[config.mk]
export PLATFORM = sky130hd
export DESIGN_NAME = dmem_port_arbiter_flat
export DESIGN_NICKNAME = d
export VERILOG_FILES = /design/src/rtl/dmem_port_arbiter_if.sv /design/src/rtl/dmem_port_arbiter.sv /design/src/flat_wrapper.sv
export SDC_FILE = /design/constraint.sdc
export NUM_CORES = 1
export LEC_CHECK = 0
export BUFFER_PORTS_ARGS = -buffer_cell sky130_fd_sc_hd__clkbuf_2
export CAP_MARGIN = 20
export CORE_ASPECT_RATIO = 0.75
export CORE_MARGIN = 2
export CORE_UTILIZATION = 30
export DETAILED_ROUTE_END_ITERATION = 8
export SETUP_SLACK_MARGIN = 0.15
export SLEW_MARGIN = 20
export SYNTH_ARGS = -nofsm -noshare
export SYNTH_HDL_FRONTEND = slang
export SYNTH_SLANG_ARGS = --single-unit
[constraint.sdc]
create_clock -name clk -period 1.9 [get_ports clk]
set_clock_uncertainty 0.1 [all_clocks]
set_input_delay 0.38 -clock clk [delete_from_list [all_inputs] [get_ports clk]]
set_output_delay 0.38 -clock clk [all_outputs]
set_load 0.05 [all_outputs]
[src/rtl/dmem_port_arbiter_if.sv]
// Requester-side and memory-side signals of the shared data-memory port.
// The arbiter takes the slave view; caches plus dmem (or a bench) take the master view.
interface dmem_port_arbiter_if #(
    parameter int NUM_REQ = 2,
    parameter int ADDR_W  = 10,
    parameter int DATA_W  = 32
);
    localparam int BE_W = DATA_W / 8;

    logic [NUM_REQ-1:0]        req_valid;
    logic [NUM_REQ-1:0]        req_we;
    logic [NUM_REQ*ADDR_W-1:0] req_addr;
    logic [NUM_REQ*DATA_W-1:0] req_wdata;
    logic [NUM_REQ*BE_W-1:0]   req_be;
    logic [NUM_REQ-1:0]        req_ready;
    logic [NUM_REQ-1:0]        resp_valid;
    logic [DATA_W-1:0]         resp_rdata;
    logic                      busy;
    logic                      mem_en;
    logic                      mem_we;
    logic [ADDR_W-1:0]         mem_addr;
    logic [DATA_W-1:0]         mem_wdata;
    logic [BE_W-1:0]           mem_be;
    logic [DATA_W-1:0]         mem_rdata;

    modport slave (
        input  req_valid, req_we, req_addr, req_wdata, req_be, mem_rdata,
        output req_ready, resp_valid, resp_rdata, busy,
               mem_en, mem_we, mem_addr, mem_wdata, mem_be
    );

    modport master (
        output req_valid, req_we, req_addr, req_wdata, req_be, mem_rdata,
        input  req_ready, resp_valid, resp_rdata, busy,
               mem_en, mem_we, mem_addr, mem_wdata, mem_be
    );
endinterface

[src/rtl/dmem_port_arbiter.sv]
// Round-robin arbiter sharing one fixed-latency dmem port between NUM_REQ L1 caches.
// One transaction in flight: IDLE -> ISSUE -> (WAIT for reads) -> RESP -> IDLE.
module dmem_port_arbiter #(
    parameter int NUM_REQ = 2,
    parameter int ADDR_W  = 10,
    parameter int DATA_W  = 32,
    parameter int MEM_LAT = 2
) (
    input  logic               clk,
    input  logic               reset,
    dmem_port_arbiter_if.slave bus
);
    localparam int BE_W   = DATA_W / 8;
    localparam int IDX_W  = $clog2(NUM_REQ);
    localparam int SCAN_W = IDX_W + 1;
    localparam int CNT_W  = (MEM_LAT > 1) ? $clog2(MEM_LAT) : 1;

    localparam logic [SCAN_W-1:0] NUM_REQ_EXT = SCAN_W'(NUM_REQ);
    localparam logic [IDX_W-1:0]  LAST_IDX    = IDX_W'(NUM_REQ - 1);
    localparam logic [CNT_W-1:0]  CNT_INIT    = CNT_W'(MEM_LAT - 1);

    typedef enum logic [1:0] {
        IDLE,
        ISSUE,
        WAIT,
        RESP
    } state_t;

    state_t              state_q;
    state_t              state_d;
    logic [IDX_W-1:0]    rr_ptr_q;
    logic [IDX_W-1:0]    grant_q;
    logic                we_q;
    logic [ADDR_W-1:0]   addr_q;
    logic [DATA_W-1:0]   wdata_q;
    logic [BE_W-1:0]     be_q;
    logic [CNT_W-1:0]    cnt_q;
    logic [DATA_W-1:0]   rdata_q;

    logic                pick_found;
    logic [IDX_W-1:0]    pick_idx;
    logic [SCAN_W-1:0]   scan;
    logic [NUM_REQ-1:0]  grant_onehot;
    logic                issue;
    logic                resp;

    // Scan requesters starting at rr_ptr, wrapping modulo NUM_REQ.
    always_comb begin
        pick_found = 1'b0;
        pick_idx   = '0;
        scan       = '0;
        for (int k = 0; k < NUM_REQ; k++) begin
            scan = {1'b0, rr_ptr_q} + SCAN_W'(k);
            if (scan >= NUM_REQ_EXT) begin
                scan = scan - NUM_REQ_EXT;
            end
            if (!pick_found && bus.req_valid[scan[IDX_W-1:0]]) begin
                pick_found = 1'b1;
                pick_idx   = scan[IDX_W-1:0];
            end
        end
    end

    always_comb begin
        state_d       = state_q;
        bus.req_ready = '0;
        case (state_q)
            IDLE: begin
                // The accept pulse is gated by reset so every output reads 0 while held in reset.
                if (pick_found && reset) begin
                    bus.req_ready[pick_idx] = 1'b1;
                    state_d                 = ISSUE;
                end
            end
            ISSUE:   state_d = we_q ? RESP : WAIT;
            WAIT:    state_d = (cnt_q == '0) ? RESP : WAIT;
            RESP:    state_d = IDLE;
            default: state_d = IDLE;
        endcase
    end

    always_ff @(posedge clk or negedge reset) begin
        if (!reset) begin
            state_q  <= IDLE;
            rr_ptr_q <= '0;
            grant_q  <= '0;
            we_q     <= 1'b0;
            addr_q   <= '0;
            wdata_q  <= '0;
            be_q     <= '0;
            cnt_q    <= '0;
            rdata_q  <= '0;
        end else begin
            state_q <= state_d;
            case (state_q)
                IDLE: begin
                    if (pick_found) begin
                        grant_q <= pick_idx;
                        we_q    <= bus.req_we[pick_idx];
                        addr_q  <= bus.req_addr[pick_idx*ADDR_W +: ADDR_W];
                        wdata_q <= bus.req_wdata[pick_idx*DATA_W +: DATA_W];
                        be_q    <= bus.req_be[pick_idx*BE_W +: BE_W];
                        rdata_q <= '0;
                    end
                end
                ISSUE: cnt_q <= CNT_INIT;
                WAIT: begin
                    if (cnt_q == '0) begin
                        rdata_q <= bus.mem_rdata;
                    end else begin
                        cnt_q <= cnt_q - 1'b1;
                    end
                end
                RESP: rr_ptr_q <= (grant_q == LAST_IDX) ? '0 : grant_q + 1'b1;
                default: ;
            endcase
        end
    end

    always_comb begin
        grant_onehot          = '0;
        grant_onehot[grant_q] = 1'b1;
    end

    // Memory and response outputs decode only from registered state and the latched copy.
    assign issue          = (state_q == ISSUE);
    assign resp           = (state_q == RESP);
    assign bus.busy       = (state_q != IDLE);
    assign bus.mem_en     = issue;
    assign bus.mem_we     = issue & we_q;
    assign bus.mem_addr   = issue ? addr_q : '0;
    assign bus.mem_wdata  = issue ? wdata_q : '0;
    assign bus.mem_be     = (issue && we_q) ? be_q : '0;
    assign bus.resp_valid = resp ? grant_onehot : '0;
    assign bus.resp_rdata = resp ? rdata_q : '0;

    ready_onehot: assert property (@(posedge clk) disable iff (!reset) $onehot0(bus.req_ready));
    resp_onehot:  assert property (@(posedge clk) disable iff (!reset) $onehot0(bus.resp_valid));
    mem_en_gap:   assert property (@(posedge clk) disable iff (!reset) bus.mem_en |=> !bus.mem_en);
endmodule

[src/flat_wrapper.sv]
// flat-port wrapper written by rule: the top's interface ports become plain ports
module dmem_port_arbiter_flat 
#(
    parameter int NUM_REQ = 2,
    parameter int ADDR_W  = 10,
    parameter int DATA_W  = 32,
    parameter int MEM_LAT = 2
)
  (clk, reset, bus_req_valid, bus_req_we, bus_req_addr, bus_req_wdata, bus_req_be, bus_mem_rdata, bus_req_ready, bus_resp_valid, bus_resp_rdata, bus_busy, bus_mem_en, bus_mem_we, bus_mem_addr, bus_mem_wdata, bus_mem_be);
  dmem_port_arbiter_if #(.NUM_REQ(NUM_REQ), .ADDR_W(ADDR_W), .DATA_W(DATA_W)) bus_i ();
  input  logic clk;
  input  logic reset;
  input wire logic [$bits(bus_i.req_valid)-1:0] bus_req_valid;
  input wire logic [$bits(bus_i.req_we)-1:0] bus_req_we;
  input wire logic [$bits(bus_i.req_addr)-1:0] bus_req_addr;
  input wire logic [$bits(bus_i.req_wdata)-1:0] bus_req_wdata;
  input wire logic [$bits(bus_i.req_be)-1:0] bus_req_be;
  input wire logic [$bits(bus_i.mem_rdata)-1:0] bus_mem_rdata;
  output wire logic [$bits(bus_i.req_ready)-1:0] bus_req_ready;
  output wire logic [$bits(bus_i.resp_valid)-1:0] bus_resp_valid;
  output wire logic [$bits(bus_i.resp_rdata)-1:0] bus_resp_rdata;
  output wire logic [$bits(bus_i.busy)-1:0] bus_busy;
  output wire logic [$bits(bus_i.mem_en)-1:0] bus_mem_en;
  output wire logic [$bits(bus_i.mem_we)-1:0] bus_mem_we;
  output wire logic [$bits(bus_i.mem_addr)-1:0] bus_mem_addr;
  output wire logic [$bits(bus_i.mem_wdata)-1:0] bus_mem_wdata;
  output wire logic [$bits(bus_i.mem_be)-1:0] bus_mem_be;
  assign bus_i.req_valid = bus_req_valid;
  assign bus_i.req_we = bus_req_we;
  assign bus_i.req_addr = bus_req_addr;
  assign bus_i.req_wdata = bus_req_wdata;
  assign bus_i.req_be = bus_req_be;
  assign bus_i.mem_rdata = bus_mem_rdata;
  assign bus_req_ready = bus_i.req_ready;
  assign bus_resp_valid = bus_i.resp_valid;
  assign bus_resp_rdata = bus_i.resp_rdata;
  assign bus_busy = bus_i.busy;
  assign bus_mem_en = bus_i.mem_en;
  assign bus_mem_we = bus_i.mem_we;
  assign bus_mem_addr = bus_i.mem_addr;
  assign bus_mem_wdata = bus_i.mem_wdata;
  assign bus_mem_be = bus_i.mem_be;
  dmem_port_arbiter #(.NUM_REQ(NUM_REQ), .ADDR_W(ADDR_W), .DATA_W(DATA_W), .MEM_LAT(MEM_LAT)) u_core (.clk(clk), .reset(reset), .bus(bus_i));
endmodule
# Word level (Yosys, flattened, before mapping)
# Index checks and enable logic that the tools add are counted.
# W data, S select, Z words.
dict set report classes {
  magnitude_cmp 8
  n_reduce_logical 12
  add_sub_neg 5
  multipliers 1
  n_mux 33
  n_eq_ne 6
  n_bitwise 1
  shifts 3
}
# operator n
set ops {}
lappend ops {{$mux W32} 4}
lappend ops {{$pmux W32 S2} 1}
lappend ops {{$shiftx A64 B7 Y32} 1}
lappend ops {{$shiftx A20 B6 Y10} 1}
lappend ops {{$mux W1} 18}
lappend ops {{$mux W10} 1}
lappend ops {{$lt A1 B2 Y1 const B} 4}
lappend ops {{$mux W2} 4}
lappend ops {{$pmux W2 S4} 1}
lappend ops {{$shiftx A8 B4 Y4} 1}
lappend ops {{$reduce_bool A2 Y1} 3}
lappend ops {{$logic_and A1 B1 Y1} 5}
lappend ops {{$eq A2 B2 Y1 const B} 2}
lappend ops {{$mul A1 B3 Y4 const B} 1}
lappend ops {{$mux W4} 1}
lappend ops {{$ne A2 B1 Y1 const B} 2}
lappend ops {{$reduce_and A3 Y1} 1}
lappend ops {{$sub A1 B1 Y1 const B} 3}
lappend ops {{$add A1 B1 Y2 const B} 1}
lappend ops {{$demux W1 S1} 2}
lappend ops {{$eq A2 B1 Y1 const B} 1}
lappend ops {{$ge A1 B1 Y1 const B} 2}
lappend ops {{$ge A1 B2 Y1 const B} 1}
lappend ops {{$ge A2 B2 Y1 const B} 1}
lappend ops {{other kinds (7)} 7}
dict set report word_totals {
  inputBits 130
  output_inout_bits 85
  register_bits 84
}

# Logic depth before layout (Yosys ltp)
dict set report depth {
  ltp_word 14
  depth_mapped 8
}

# Least setup slack after synthesis
# No wires, ideal clock.
dict set report synth_path {
  path_kind {input-to-output}
  from {input port bus_req_valid[1]}
  to {output port bus_req_ready[1]}
  t_arrival_ps 2036
  stages 5
  setup_slack_ps -616
  required_ps 1420
  path_buffers 3
  cell_sequence {buf_2 inv_1 buf_2 clkbuf_1 nor3_1}
}
dict set report synth_via {
  elab_chain_cells 12
  elab_cells_between_ends 18
  classes_between {order compare (2); mux (12); reduce/logical (4)}
}
# element line
set synth_lines {}
lappend synth_lines {{start, declared} flat_wrapper.sv:13} ;# input wire logic [$bits(bus_i.req_valid)-1:0] bus_req_valid;
lappend synth_lines {{$mux W1 (not written as such) (2 in a row)} dmem_port_arbiter.sv:57} ;# if (!pick_found && bus.req_valid[scan[IDX_W-1:0]]) begin
lappend synth_lines {{$mux W1} dmem_port_arbiter.sv:57}
lappend synth_lines {{$logic_not A1 Y1} dmem_port_arbiter.sv:57}
lappend synth_lines {{$logic_and A1 B1 Y1} dmem_port_arbiter.sv:57}
lappend synth_lines {{$mux W1} dmem_port_arbiter.sv:57}
lappend synth_lines {{$lt A1 B2 Y1 (not written as such) or $ge A1 B1 Y1 (tied branches)} dmem_port_arbiter.sv:71} ;# bus.req_ready[pick_idx] = 1'b1;
lappend synth_lines {{$logic_and A1 B1 Y1 (not written as such)} dmem_port_arbiter.sv:71}
lappend synth_lines {{$mux W1 (not written as such)} dmem_port_arbiter.sv:71}
lappend synth_lines {{$demux W1 S1} -}
lappend synth_lines {{$mux W2 (*)} dmem_port_arbiter.sv:70} ;# if (pick_found && reset) begin
lappend synth_lines {{$mux W2 (*)} dmem_port_arbiter.sv:67} ;# case (state_q)
lappend synth_lines {{end, declared} flat_wrapper.sv:19} ;# output wire logic [$bits(bus_i.req_ready)-1:0] bus_req_ready;
# Every way passes the cells marked *; elsewhere a longest branch is shown, timed or not. The select of a mux whose other input is x is not followed.

# Worst setup path after layout
dict set report layout_path {
  from {register u_core.state_q[1]}
  to {output port bus_mem_be[0]}
}
dict set report layout_via {
  elab_chain_cells 3
}
# element line
set layout_lines {}
lappend layout_lines {{start, declared} dmem_port_arbiter.sv:29} ;# state_t state_q;
lappend layout_lines {{start signal, assigned} dmem_port_arbiter.sv:94} ;# state_q <= state_d;
lappend layout_lines {{$eq A2 B1 Y1} dmem_port_arbiter.sv:126} ;# assign issue = (state_q == ISSUE);
lappend layout_lines {{$logic_and A1 B1 Y1} dmem_port_arbiter.sv:133} ;# assign bus.mem_be = (issue && we_q) ? be_q : '0;
lappend layout_lines {{$mux W4} dmem_port_arbiter.sv:133}
lappend layout_lines {{end, declared} flat_wrapper.sv:27} ;# output wire logic [$bits(bus_i.mem_be)-1:0] bus_mem_be;
# No other way between the ends.

==> load_flow_metrics.sql <==
INSERT INTO impl_metrics (metric_group, metric, value, unit) VALUES
('outcome', 'status', 'complete, but fails checks', ''),
('outcome', 'violations', 'setup timing', ''),
('pwr', 'power.ir.vdd_worst', '0.689', 'mV'),
('setup_path', 'endpoint_kind', 'output pin', ''),
('global_routing', 'global_route.usage.total', '18.9', '%'),
('synthesis', 'synth-edff-count', '0', ''),
('setup_path', 'timing.critical_path.from_type', 'register', ''),
('timing', 'grt_setup_unrepaired', 'true', ''),
('floorplan', 'die_x', '146', 'um'),
('global_routing', 'grt_first_pass_wirelength', '24.4', 'mm'),
('setup_path', 'worstPathCellList', 'inv_2 -> ha_4 -> buf_12 -> and3_2 -> buf_8', ''),
('floorplan', 'die-height', '111', 'um'),
('finish', 'antenna_cells', '0', ''),
('synthesis', 'post_synth.cell_area_avg', '8.66', 'sq um'),
('timing', 'worst_slew_pin_slew', '0.464', 'ns'),
('detailed_routing', 'wl_per_cell', '18.8', 'um'),
('detailed_routing', 'drt_first_pass_iters', '4', ''),
('synthesis', 'synthesis.area', '4550', 'sq um'),
('placed_design', 'place_congestion', '0.782', ''),
('setup_path', 'timing.critical_path.slowest_cell_delay', '0.41', 'ns'),
('pwr', 'power.leakage', '3.85', 'nW'),
('timing', 'timing.max_slew.rel_slack', '68.8', '%'),
('setup_path', 'worst_r2r_startpoint', 'u_core.state_q[1]', ''),
('synthesis', 'yosys_register_bits', '84', ''),
('setup_path', 'crit_fanout', '13', ''),
('floorplan', 'floorplan.rows', '38', ''),
('detailed_routing', 'drt_iter0_drc', '259', ''),
('finish', 'finalNetCount', '886', ''),
('finish', 'post_route_cells_drive_above_1_share', '51.7', '%'),
('timing', 'setup_ws', '-0.139', 'ns'),
('setup_path', 'worst-endpoint-arrival', '1.56', 'ns'),
('global_routing', 'first_global_vias', '4604', ''),
('timing', 'fmax', '490', 'MHz'),
('timing', 'final.min_clock_period', '2.04', 'ns'),
('timing', 'report.final.setup_viol', '99', ''),
('setup_path', 'critical_path.reg2reg.endpoint', 'u_core.rdata_q[1]', ''),
('placed_design', 'port_buffers', '214', ''),
('global_routing', 'global_route.overflow_total', '0', ''),
('setup_path', 'crit_path_top_delay_cell', 'dfrtp_1', ''),
('min_path', 'worstHoldPathType', 'in -> async', ''),
('timing', 'finalHoldViolations', '0', ''),
('synthesis', 'yosys.area.top_type', 'dfrtp_1', ''),
('clocking', 'insertion_delay', '0.34', 'ns'),
('clocking', 'cts_made_buffers', '9', ''),
('synthesis', 'seq_area_frac_synth', '46.2', '%'),
('clocking', 'cts_tree', 'built', ''),
('setup_path', 'cp.required', '1.42', 'ns'),
('finish', 'multi_input_area', '2610', 'sq um'),
('synthesis', 'post_synth_inst_count', '525', ''),
('clocking', 'cts_buffer_depth', '2', ''),
('detailed_routing', 'ant_nets', '0', ''),
('detailed_routing', 'drcViolationCount', '0', ''),
('global_routing', 'grt_max_degree', '82', ''),
('synthesis', 'synthDistinctLibCells', '28', ''),
('synthesis', 'yosys.cell_count.top_type', 'dfrtp_1', ''),
('finish', 'syn_to_final_growth', '88.1', '%'),
('clocking', 'cts-htree-levels', '3', ''),
('clocking', 'clk_transition_reported_paths', '0.07', 'ns'),
('global_routing', 'antenna_violations_before_repair', '0', ''),
('synthesis', 'netlist.area_leader.share', '46.2', '%'),
('clocking', 'clock-root-buffer', 'clkbuf_16', ''),
('floorplan', 'ioPinCount', '215', ''),
('synthesis', 'synth-warning-count', '0', ''),
('setup_path', 'timing_worst_setup_path_type', 'reg -> out', ''),
('floorplan', 'floorplan.initialDensity', '31.1', '%'),
('setup_path', 'r2r_setup_slack', '-0.11', 'ns'),
('synthesis', 'synth_area_leaders', 'dfrtp_1, and2_1, mux2i_1', ''),
('synthesis', 'postSynthNetCount', '659', ''),
('clocking', 'tritoncts_num_sinks', '84', ''),
('timing', 'layout_worst_path_cycle_share', '107', '%'),
('floorplan', 'die_area', '16200', 'sq um');
==> flip-flops by register name, summed over array words and instances, names as in the netlist <==
signal,cells
u_core.rr_ptr_q,1
u_core.wdata_q,32
u_core.rdata_q,32
u_core.grant_q,1
u_core.we_q,1
u_core.be_q,4
u_core.addr_q,10
u_core.state_q,2
u_core.cnt_q,1
==> worst max path at each step <==
stage	slack (ns)	start	depth (start not counted)	end
floorplan	0.08	bus_req_valid[1]	5	bus_req_ready[1]
CTS	-0.15	u_core.state_q[1]	5	bus_mem_be[1]
finish	-0.14	u_core.state_q[1]	5	bus_mem_be[0]
global placement	0.11	u_core.state_q[0]	6	u_core.rdata_q[4]
detailed placement	0.04	u_core.state_q[0]	6	u_core.rdata_q[6]
global route	-0.21	u_core.state_q[1]	5	bus_mem_wdata[12]
==> logic make-up (layout without fill, tap and decap cells) <==
family          after synthesis  after routing  synth area share (%)
buf+inv                      85            317                  8.03
flops                        84             84                  46.2
compound gates              101            101                  13.0
simple gates                217            217                  24.2
fa+ha+maj                     4              4                  1.10
mux                          34             34                  7.51
==> repair_timing <==
item / 4_1_cts / 5_1_grt
setup endpoints to repair: 117 / 164
gates cloned: 3 / 15
pin swaps: 2 / 5
endpoints found under the hold margin: 3 / 0
gates resized for setup: 183 / 80
hold buffers: 1 / 0
setup buffers: 9 / 4
==> area by class of cell <==
type	instances	area share, %
inverters	38	1.70
flip-flops and latches	84	24.6
clock inverters	7	1.42
repair buffers	263	36.2
clock buffers	9	2.63
well taps	200	2.92
multi-input cells	356	30.5
==> cell usage in the layout, fill, tap and decap left out, types with 2 or more instances in the layout <==
| cell type | Yosys | layout |
|---|---|---|
| buf_8 | 0 | 13 |
| nand3_1 | 48 | 47 |
| and2_1 | 76 | 19 |
| buf_16 | 0 | 2 |
| nor2_2 | 0 | 15 |
| and3_2 | 0 | 2 |
| bufinv_16 | 0 | 3 |
| mux2i_1 | 33 | 33 |
| and2_4 | 0 | 57 |
| clkbuf_16 | 0 | 50 |
| nor2_1 | 50 | 30 |
| nand2_1 | 34 | 34 |
| inv_2 | 0 | 2 |
| and3_4 | 0 | 2 |
| buf_6 | 4 | 8 |
| inv_1 | 38 | 35 |
| clkbuf_2 | 1 | 128 |
| ha_4 | 0 | 3 |
| o21ai_0 | 47 | 47 |
| a31oi_2 | 0 | 2 |
| a31oi_1 | 48 | 33 |
| buf_4 | 0 | 15 |
| inv_6 | 0 | 3 |
| dfrtp_1 | 84 | 83 |
| nor2_4 | 0 | 5 |
| clkbuf_8 | 0 | 21 |
| buf_12 | 0 | 34 |
| a31oi_4 | 0 | 13 |
==> worst max-delay path: cells and delay by family (launching register included) <==
kind | cells | cell delay (ns)
buffers and inverters | 3 | 0.40
adder cells (fa/ha/maj) | 1 | 0.20
AND/OR/NAND/NOR | 1 | 0.21
flip-flops | 1 | 0.41
==> where the power goes <==
part	total (mW)	internal [mW]	leakage [nW]	switching [mW]
Clock	2.08	1.30	0.171	0.778
Combinational	10.2	5.19	2.67	5.05
Sequential	3.12	2.56	1.01	0.560
==> metrics by stage <==
| stage | area, sq um | power, mW | instances | util [%] | setup slack, ns |
|---|---|---|---|---|---|
| floorplan | 4770 | 7.87 | 525 | - | 0.0755 |
| global placement | 6360 | 9.65 | 909 | 43.4 | 0.110 |
| detailed placement | 6360 | 9.70 | 909 | 43.4 | 0.0383 |
| CTS | 7840 | 13.7 | 938 | 53.6 | -0.152 |
| global route | 8560 | 16.1 | 957 | 58.4 | -0.215 |
| finish | 8560 | 15.4 | 957 | 58.4 | -0.139 |
==> routing by layer <==
| metal | vias up | share of wire (%) | GRT usage (%) |
|---|---|---|---|
| met2 | 266 | 46 | 31.4 |
| met1 | 2320 | 43 | 24.1 |
| met5 | - | 0 | 0 |
| met4 | 0 | 1.2 | 3.75 |
| li1 | 2208 | - | - |
| met3 | 23 | 9.2 | 6.07 |
Note: power is estimated with default switching activity, not from simulation.
